`src/rtl/rr_mux_arbiter_pkg.sv`:
```
// Shared types and encodings for the two-source round-robin mux arbiter.
// Select and priority use opposite polarities for A, so both are named here.
package mux_arb_pkg;

  typedef enum logic {IDLE, HOLD} arb_state_t;

  localparam logic SEL_A  = 1'b1;
  localparam logic SEL_B  = 1'b0;
  localparam logic PRIO_A = 1'b0;
  localparam logic PRIO_B = 1'b1;

endpackage

```
`src/rtl/rr_mux_arbiter_if.sv`:
```
// Bundle of the two source channels, the output channel and the mux control lines.
interface rr_mux_arbiter_if #(
  parameter int WIDTH = 8
);

  // Handshake: a word moves on a rising edge where its valid and ready are both 1;
  // valid/data may change freely while ready is 0, and ready never waits on a later valid.
  logic             a_valid;
  logic [WIDTH-1:0] a_data;
  logic             a_ready;
  logic             b_valid;
  logic [WIDTH-1:0] b_data;
  logic             b_ready;
  logic             out_valid;
  logic [WIDTH-1:0] out_data;
  logic             out_ready;
  logic             sel;
  logic             prio;

  modport master (
    output a_valid, a_data, b_valid, b_data, out_ready,
    input  a_ready, b_ready, out_valid, out_data, sel, prio
  );

  modport slave (
    input  a_valid, a_data, b_valid, b_data, out_ready,
    output a_ready, b_ready, out_valid, out_data, sel, prio
  );

endinterface

```
`src/rtl/rr_mux_arbiter_pick2.sv`:
```
// Combinational conflict rule: a lone requester wins, a tie goes to the prio side.
module rr_pick2
  import mux_arb_pkg::*;
(
  input  logic i_a_valid,
  input  logic i_b_valid,
  input  logic i_prio,
  output logic o_pick_a,
  output logic o_pick_b
);

  assign o_pick_a = i_a_valid & (~i_b_valid | (i_prio == PRIO_A));
  assign o_pick_b = i_b_valid & (~i_a_valid | (i_prio == PRIO_B));

endmodule

```
`src/rtl/rr_mux_arbiter.sv`:
```
// Two-source round-robin arbiter with a one-word registered output stage.
// Drives the downstream 2:1 mux select and holds the granted word until accepted.
module rr_mux_arbiter
  import mux_arb_pkg::*;
#(
  parameter int WIDTH     = 8,
  parameter bit INIT_PRIO = 1'b0
)(
  input  logic                 clk,
  input  logic                 rst_n,
  rr_mux_arbiter_if.slave      bus,
  output arb_state_t           o_dbg_state
);

  arb_state_t       r_state;
  logic             r_out_valid;
  logic [WIDTH-1:0] r_out_data;
  logic             r_sel;
  logic             r_prio;

  logic w_load_ok;
  logic w_pick_a;
  logic w_pick_b;
  logic w_a_ready;
  logic w_b_ready;

  rr_pick2 u_pick (
    .i_a_valid (bus.a_valid),
    .i_b_valid (bus.b_valid),
    .i_prio    (r_prio),
    .o_pick_a  (w_pick_a),
    .o_pick_b  (w_pick_b)
  );

  // Draining and reloading in the same cycle keeps one word per cycle under out_ready=1.
  assign w_load_ok = (r_state == IDLE) | (r_out_valid & bus.out_ready);
  assign w_a_ready = w_load_ok & w_pick_a;
  assign w_b_ready = w_load_ok & w_pick_b;

  always_ff @(posedge clk or negedge rst_n) begin
    if (!rst_n) begin
      r_state     <= IDLE;
      r_out_valid <= 1'b0;
      r_out_data  <= '0;
      r_sel       <= SEL_A;
      r_prio      <= INIT_PRIO;
    end else begin
      case (r_state)
        IDLE, HOLD: begin
          if (w_a_ready) begin
            r_state     <= HOLD;
            r_out_valid <= 1'b1;
            r_out_data  <= bus.a_data;
            r_sel       <= SEL_A;
            r_prio      <= PRIO_B;
          end else if (w_b_ready) begin
            r_state     <= HOLD;
            r_out_valid <= 1'b1;
            r_out_data  <= bus.b_data;
            r_sel       <= SEL_B;
            r_prio      <= PRIO_A;
          end else if ((r_state == HOLD) && bus.out_ready) begin
            // Data and select keep their last values so the mux stays quiet.
            r_state     <= IDLE;
            r_out_valid <= 1'b0;
          end
        end
        default: begin
          r_state     <= IDLE;
          r_out_valid <= 1'b0;
        end
      endcase
    end
  end

  assign bus.a_ready   = w_a_ready;
  assign bus.b_ready   = w_b_ready;
  assign bus.out_valid = r_out_valid;
  assign bus.out_data  = r_out_data;
  assign bus.sel       = r_sel;
  assign bus.prio      = r_prio;
  assign o_dbg_state   = r_state;

endmodule

```
`src/flat_wrapper.sv`:
```
// flat-port wrapper written by rule: the top's interface ports become plain ports
module rr_mux_arbiter_flat import mux_arb_pkg::*;
#(
  parameter int WIDTH     = 8,
  parameter bit INIT_PRIO = 1'b0
)
  (clk, rst_n, o_dbg_state, bus_a_valid, bus_a_data, bus_b_valid, bus_b_data, bus_out_ready, bus_a_ready, bus_b_ready, bus_out_valid, bus_out_data, bus_sel, bus_prio);
  rr_mux_arbiter_if #(.WIDTH(WIDTH)) bus_i ();
  input  logic clk;
  input  logic rst_n;
  output arb_state_t o_dbg_state;
  input wire logic [$bits(bus_i.a_valid)-1:0] bus_a_valid;
  input wire logic [$bits(bus_i.a_data)-1:0] bus_a_data;
  input wire logic [$bits(bus_i.b_valid)-1:0] bus_b_valid;
  input wire logic [$bits(bus_i.b_data)-1:0] bus_b_data;
  input wire logic [$bits(bus_i.out_ready)-1:0] bus_out_ready;
  output wire logic [$bits(bus_i.a_ready)-1:0] bus_a_ready;
  output wire logic [$bits(bus_i.b_ready)-1:0] bus_b_ready;
  output wire logic [$bits(bus_i.out_valid)-1:0] bus_out_valid;
  output wire logic [$bits(bus_i.out_data)-1:0] bus_out_data;
  output wire logic [$bits(bus_i.sel)-1:0] bus_sel;
  output wire logic [$bits(bus_i.prio)-1:0] bus_prio;
  assign bus_i.a_valid = bus_a_valid;
  assign bus_i.a_data = bus_a_data;
  assign bus_i.b_valid = bus_b_valid;
  assign bus_i.b_data = bus_b_data;
  assign bus_i.out_ready = bus_out_ready;
  assign bus_a_ready = bus_i.a_ready;
  assign bus_b_ready = bus_i.b_ready;
  assign bus_out_valid = bus_i.out_valid;
  assign bus_out_data = bus_i.out_data;
  assign bus_sel = bus_i.sel;
  assign bus_prio = bus_i.prio;
  rr_mux_arbiter #(.WIDTH(WIDTH), .INIT_PRIO(INIT_PRIO)) u_core (.clk(clk), .rst_n(rst_n), .bus(bus_i), .o_dbg_state(o_dbg_state));
endmodule
```
`config.mk`:
```
export PLATFORM = sky130hd
export DESIGN_NAME = rr_mux_arbiter_flat
export DESIGN_NICKNAME = d
export VERILOG_FILES = /design/src/rtl/rr_mux_arbiter_pkg.sv /design/src/rtl/rr_mux_arbiter_if.sv /design/src/rtl/rr_mux_arbiter_pick2.sv /design/src/rtl/rr_mux_arbiter.sv /design/src/flat_wrapper.sv
export SDC_FILE = /design/constraint.sdc
export NUM_CORES = 1
export LEC_CHECK = 0
export CORE_MARGIN = 2
export CORE_UTILIZATION = 39
export CTS_CLUSTER_SIZE = 16
export DETAILED_ROUTE_END_ITERATION = 10
export GPL_TIMING_DRIVEN = 0
export PLACE_DENSITY_LB_ADDON = 0.25
export SLEW_MARGIN = 10
export SYNTH_ARGS = -nofsm -noshare
export SYNTH_HDL_FRONTEND = slang
export SYNTH_SLANG_ARGS = --single-unit
export TNS_END_PERCENT = 1
```
`constraint.sdc`:
```
create_clock -name clk -period 4.2 [get_ports clk]
set_clock_uncertainty 0.15 [all_clocks]
set_input_delay 1.05 -clock clk [delete_from_list [all_inputs] [get_ports clk]]
set_output_delay 1.05 -clock clk [all_outputs]
set_load 0.05 [all_outputs]
```
# Word level (Yosys, flattened, before mapping)
# Index checks and enable logic that the tools add are counted.
# W data, S select, Z words.
[word_totals]
wordCells = 26
output_inout_bits = 14
regBits = 11
[op_classes]
bitwise = 12
reduce_logical = 3
muxes = 7
[ops]
columns = ["operator", "n"]
rows = [
  ["$mux W8", 2],
  ["$and A1 B1 Y1", 5],
  ["$mux W1", 5],
  ["$not A1 Y1", 4],
  ["$or A1 B1 Y1", 3],
  ["$reduce_bool A3 Y1", 1],
  ["$reduce_bool A2 Y1", 1],
  ["$logic_and A1 B1 Y1", 1],
]

# Longest topological paths before layout
[depth]
ltp_word = 6
depth_mapped = 4
ltp_nobuf = 3

# Modules after synthesis
# From an unflattened synthesis, not the netlist that was laid out.
[hier_totals]
cells_unflattened = 42
hier_area_um2 = 620.6
[modules_own_cells]
columns = ["module", "cells_each", "area_each_um2", "n_inst"]
rows = [
  ["rr_mux_arbiter", 39, 601.8, 1],
  ["rr_pick2", 3, 18.8, 1],
]

# Worst setup path after synthesis
# Ideal clock, no wire load.
[synth_path]
kind = "input port to output port"
from = "in bus_out_ready"
to = "out bus_b_ready"
stages = 4
slack_ps = 1181
arrival_ps = 1819
cell_sequence = "nand2b_1 buf_2 nand3_1 inv_1"
[synth_between]
elab_chain_cells = 3
[synth_lines]
columns = ["element", "line_no", "rtl"]
rows = [
  ["from (decl)", "flat_wrapper.sv:16", "input wire logic [$bits(bus_i.out_ready)-1:0] bus_out_ready;"],
  ["$and A1 B1 Y1", "rr_mux_arbiter.sv:36", "assign w_load_ok = (r_state == IDLE) | (r_out_valid & bus.out_ready);"],
  ["$or A1 B1 Y1", "rr_mux_arbiter.sv:36", ""],
  ["$and A1 B1 Y1", "rr_mux_arbiter.sv:38", "assign w_b_ready = w_load_ok & w_pick_b;"],
  ["to (decl)", "flat_wrapper.sv:18", "output wire logic [$bits(bus_i.b_ready)-1:0] bus_b_ready;"],
]
# Every way passes these cells.

# Final worst setup path
[layout_path]
from = "in bus_a_valid"
to = "out bus_a_ready"
[layout_between]
elab_chain_cells = 2
[layout_lines]
columns = ["element", "line_no", "rtl"]
rows = [
  ["from (decl)", "flat_wrapper.sv:12", "input wire logic [$bits(bus_i.a_valid)-1:0] bus_a_valid;"],
  ["$and A1 B1 Y1", "rr_mux_arbiter_pick2.sv:12", "assign o_pick_a = i_a_valid & (~i_b_valid | (i_prio == PRIO_A));"],
  ["$and A1 B1 Y1", "rr_mux_arbiter.sv:37", "assign w_a_ready = w_load_ok & w_pick_a;"],
  ["to (decl)", "flat_wrapper.sv:17", "output wire logic [$bits(bus_i.a_ready)-1:0] bus_a_ready;"],
]
# Every way passes these cells.

==> metrics.md <==
| Metric | Value |
|---|---|
| Status | finished clean |
| Fin crit share | a little over nine tenths |
| Vias | between 500 and 600 |
| Slew @ Worst Pin | about 0.54 ns |
| Worst Path Max Fanout | 10 |
| Area Growth Syn to Fin | 62.63% |
| RePlAce Congestion | between 0.7 and 0.8 |
| Final Setup Violations | 0 |
| Crit-path leading delay family | buffers and inverters |
| Final wirelength | between 1.5 and 2 mm |
| RSZ-0062 raised after global routing | no |
| Total Routing Usage GR | between 10% and 20% |
| Die area | between 1500 and 2000 um2 |
| Internal | around 0.00024 W |
| Yosys warnings | 0 |
| TritonCTS Buffers | 3 |
| Crit path DAT | 2.83 ns |
| Sequential share of power | between 30% and 40% |
| CTS tree | yes |
| Clock-pin slew on the worst setup and hold paths | 0.07 ns |
| DRT Pass-1 Iters | 4 |
| Setup crit start kind | input pin |
| Port buffer count | 34 |
| Antenna Violating Nets Remaining | 0 |
| Fmax | roughly 0.25 GHz |
| Worst path max stage delay | 0.55 ns |
| Critical-path top delay cell | clkdlybuf4s50_1 |
| Row cnt | 14 |
| DRT iter0 DRCs | 10 |
| Starting Density | between 40 and 50% |
| Net Sw Frac | between 40% and 50% |
| CP Capture Type | output port |
| Final hold slack | ~0.36 ns |
| Remaining DRCs | 0 |
| Initial antenna violation count | 0 |
| Synth Net Count | between 70 and 80 |
| Relative slew slack | between 60 and 70% |
| Io pins | 35 |
| First-pass GRT wire length | around 2.5 mm |
| Combinational share of power | 47.1% |
| Fin. Hold Viols | 0 |
| Vias per cell | between 5 and 6 |
| Peak supply drop | between 200 and 250 uV |
| Total gr overflow | 0 |
| Hold Buf Count CTS | 0 |
| Bufs and invs on worst path | 3 |
| Power per cell area | approximately 400 nW/um2 |
| CTS Sinks | 11 |
| Hpwl dp | 1.114 mm |
| Type of the worst setup path | in -> out |
| Yosys cell types | 18 |
| Worst Path Required | 3.00 ns |
| Post-Syn Area per Cell | 10.68 um2 |
| Sw power | roughly 0.00016 W |
| Clock latency on the worst-skew pair | 0.27 ns |
| Seq cells post-synth | 11 |
| Antenna diodes | 0 |
| H-tree depth | 1 |
| CP Cell Sequence | clkdlybuf4s50_1 > a21boi_4 > and2_4 > buf_6 > dlygate4sd2_1 |
| P_leak | 0.4399 nW |
| Post-synthesis sequential area ratio | 44.65% |
| Root buf cell | clkbuf_4 |
| Slew Viols, Final | 0 |
| Layout cell share with drive strength beyond 1 | between 10% and 20% |
| Area of the core | roughly 1500 um2 |
| Die Ht | between 40 and 50 um |
| Pin count of the biggest net entering global routing | 12 |
| Post-CTS Setup Repair Bufs | 0 |
| Syn Inst Count | 58 |
| NumNets Final | 118 |
| Routed WL per cell | roughly 14 um |
| Die Wd | 43.85 um |
| Vias in the first global route | 543 |
| Post-route minimum period | 4.034 ns |
| Clock tree buffer depth | 2 |
| Clk pwr share | between 10% and 20% |
| HP Class | reg -> reg |
| TNS Setup | 0 ns |
| Overall power | ~0.00040 W |
| Synth Cell Area | 619.3 um2 |
| Total of max-cap violations | 0 |
==> worst paths after layout <==
check / start / endpoint / slack [ns] / cells after the start
setup / recovery: bus_a_valid / bus_a_ready / 0.17 / 5
hold / removal: u_core.bus.sel / u_core.bus.sel / 0.36 / 1
setup reg to reg: u_core.bus.prio / u_core.bus.out_data[6] / 2.74 / 4
hold reg to reg: u_core.bus.sel / u_core.bus.sel / 0.36 / 1
max in group asynchronous: rst_n / u_core.bus.sel / 2.57 / 1
min in group asynchronous: rst_n / u_core.bus.prio / 0.97 / 1
==> power by group through the flow <==
stage | Combinational (W) | Sequential [W] | Clock [W]
2_1_floorplan | 0.0000534 | 0.000203 | 0
3_3_place_gp | 0.000188 | 0.000138 | 0
3_5_place_dp | 0.000189 | 0.000139 | 0
4_1_cts | 0.000189 | 0.000137 | 0.0000752
5_1_grt | 0.000197 | 0.000139 | 0.0000794
6_report | 0.000188 | 0.000137 | 0.0000738
==> Yosys cell counts <==
| cell | n | area, um2 |
|---|---|---|
| o21ai_0 | 8 | 40.04 |
| nor2b_1 | 1 | 6.260 |
| buf_6 | 1 | 11.26 |
| inv_1 | 9 | 33.78 |
| dfrtp_1 | 10 | 250.2 |
| a21o_1 | 2 | 15.01 |
| dfstp_2 | 1 | 26.28 |
| nand2b_1 | 2 | 12.51 |
| o311ai_2 | 7 | 113.9 |
| nor2_1 | 1 | 3.750 |
| nand3_1 | 9 | 45.04 |
| buf_2 | 1 | 5.000 |
| buf_4 | 1 | 7.510 |
| o21ai_2 | 1 | 8.760 |
| and2_4 | 1 | 8.760 |
| nand2_1 | 1 | 3.750 |
| a21boi_4 | 1 | 18.77 |
| o311ai_1 | 1 | 8.760 |
==> sequential cells by signal, indices dropped and copies added (netlist names) <==
signal,flops
u_core.bus.out_data,8
u_core.bus.prio,1
u_core.bus.sel,1
u_core.o_dbg_state,1
==> logic make-up after synthesis <==
group | after synthesis | share of synthesized area, %
compound gates | 20 | 33.13
buf+inv | 12 | 9.292
flops | 11 | 44.65
simple gates | 15 | 12.93
==> metal layers <==
layer / global-route usage [%] / routed length, um / share of wire, % / up-vias
met5: 0 / 0 / 0 / -
met1: 22.60 / 612 / 40 / 285
met2: 26.47 / 757 / 50 / 25
met4: 9.091 / 18 / 1.2 / 0
li1: - / - / - / 285
met3: 5.417 / 132 / 8.7 / 2
==> placed cells by master, fill, tap and decap left out <==
master and count:
o21ai_2 1, a21o_1 2, buf_4 1, nand3_1 9, nand2_1 1, o21ai_0 8, o311ai_1 1, dfstp_2 1
inv_1 9, dlygate4sd2_1 1, and2_4 1, dlymetal6s2s_1 1, dfrtp_1 10, clkbuf_1 1, clkdlybuf4s50_1 32, nand2b_1 2
o311ai_2 7, clkbuf_4 3, nor2b_1 1, buf_6 1, nor2_1 1, buf_2 1, a21boi_4 1
==> through the flow <==
stage | std cells | utilization [%] | setup WS, ns | instance area (um2)
after global routing | 112 | 67.65 | 0.07807 | 1007
after floorplan | 58 | - | 1.181 | 619.3
after CTS | 112 | 67.48 | 0.04884 | 1005
final | 112 | 67.65 | 0.1660 | 1007
after detailed placement | 108 | 65.80 | -0.09573 | 979.7
after global placement | 108 | 65.80 | -0.08884 | 979.7
==> what timing repair did <==
item | CTS | global route
setup endpoints to repair | 1 | 1
gates cloned | 0 | 0
gates resized for setup | 1 | 1
==> final cells by class <==
class	instances	area (um2)
Buffer	3	23.77
Clock buffer	4	26.28
Fill cell	118	481.7
Inverter	9	33.78
Multi-Input combinational cell	35	285.3
Sequential cell	11	276.5
Tap cell	16	20.02
Timing Repair Buffer	34	341.6
Note: power is estimated with default switching activity, not from simulation.
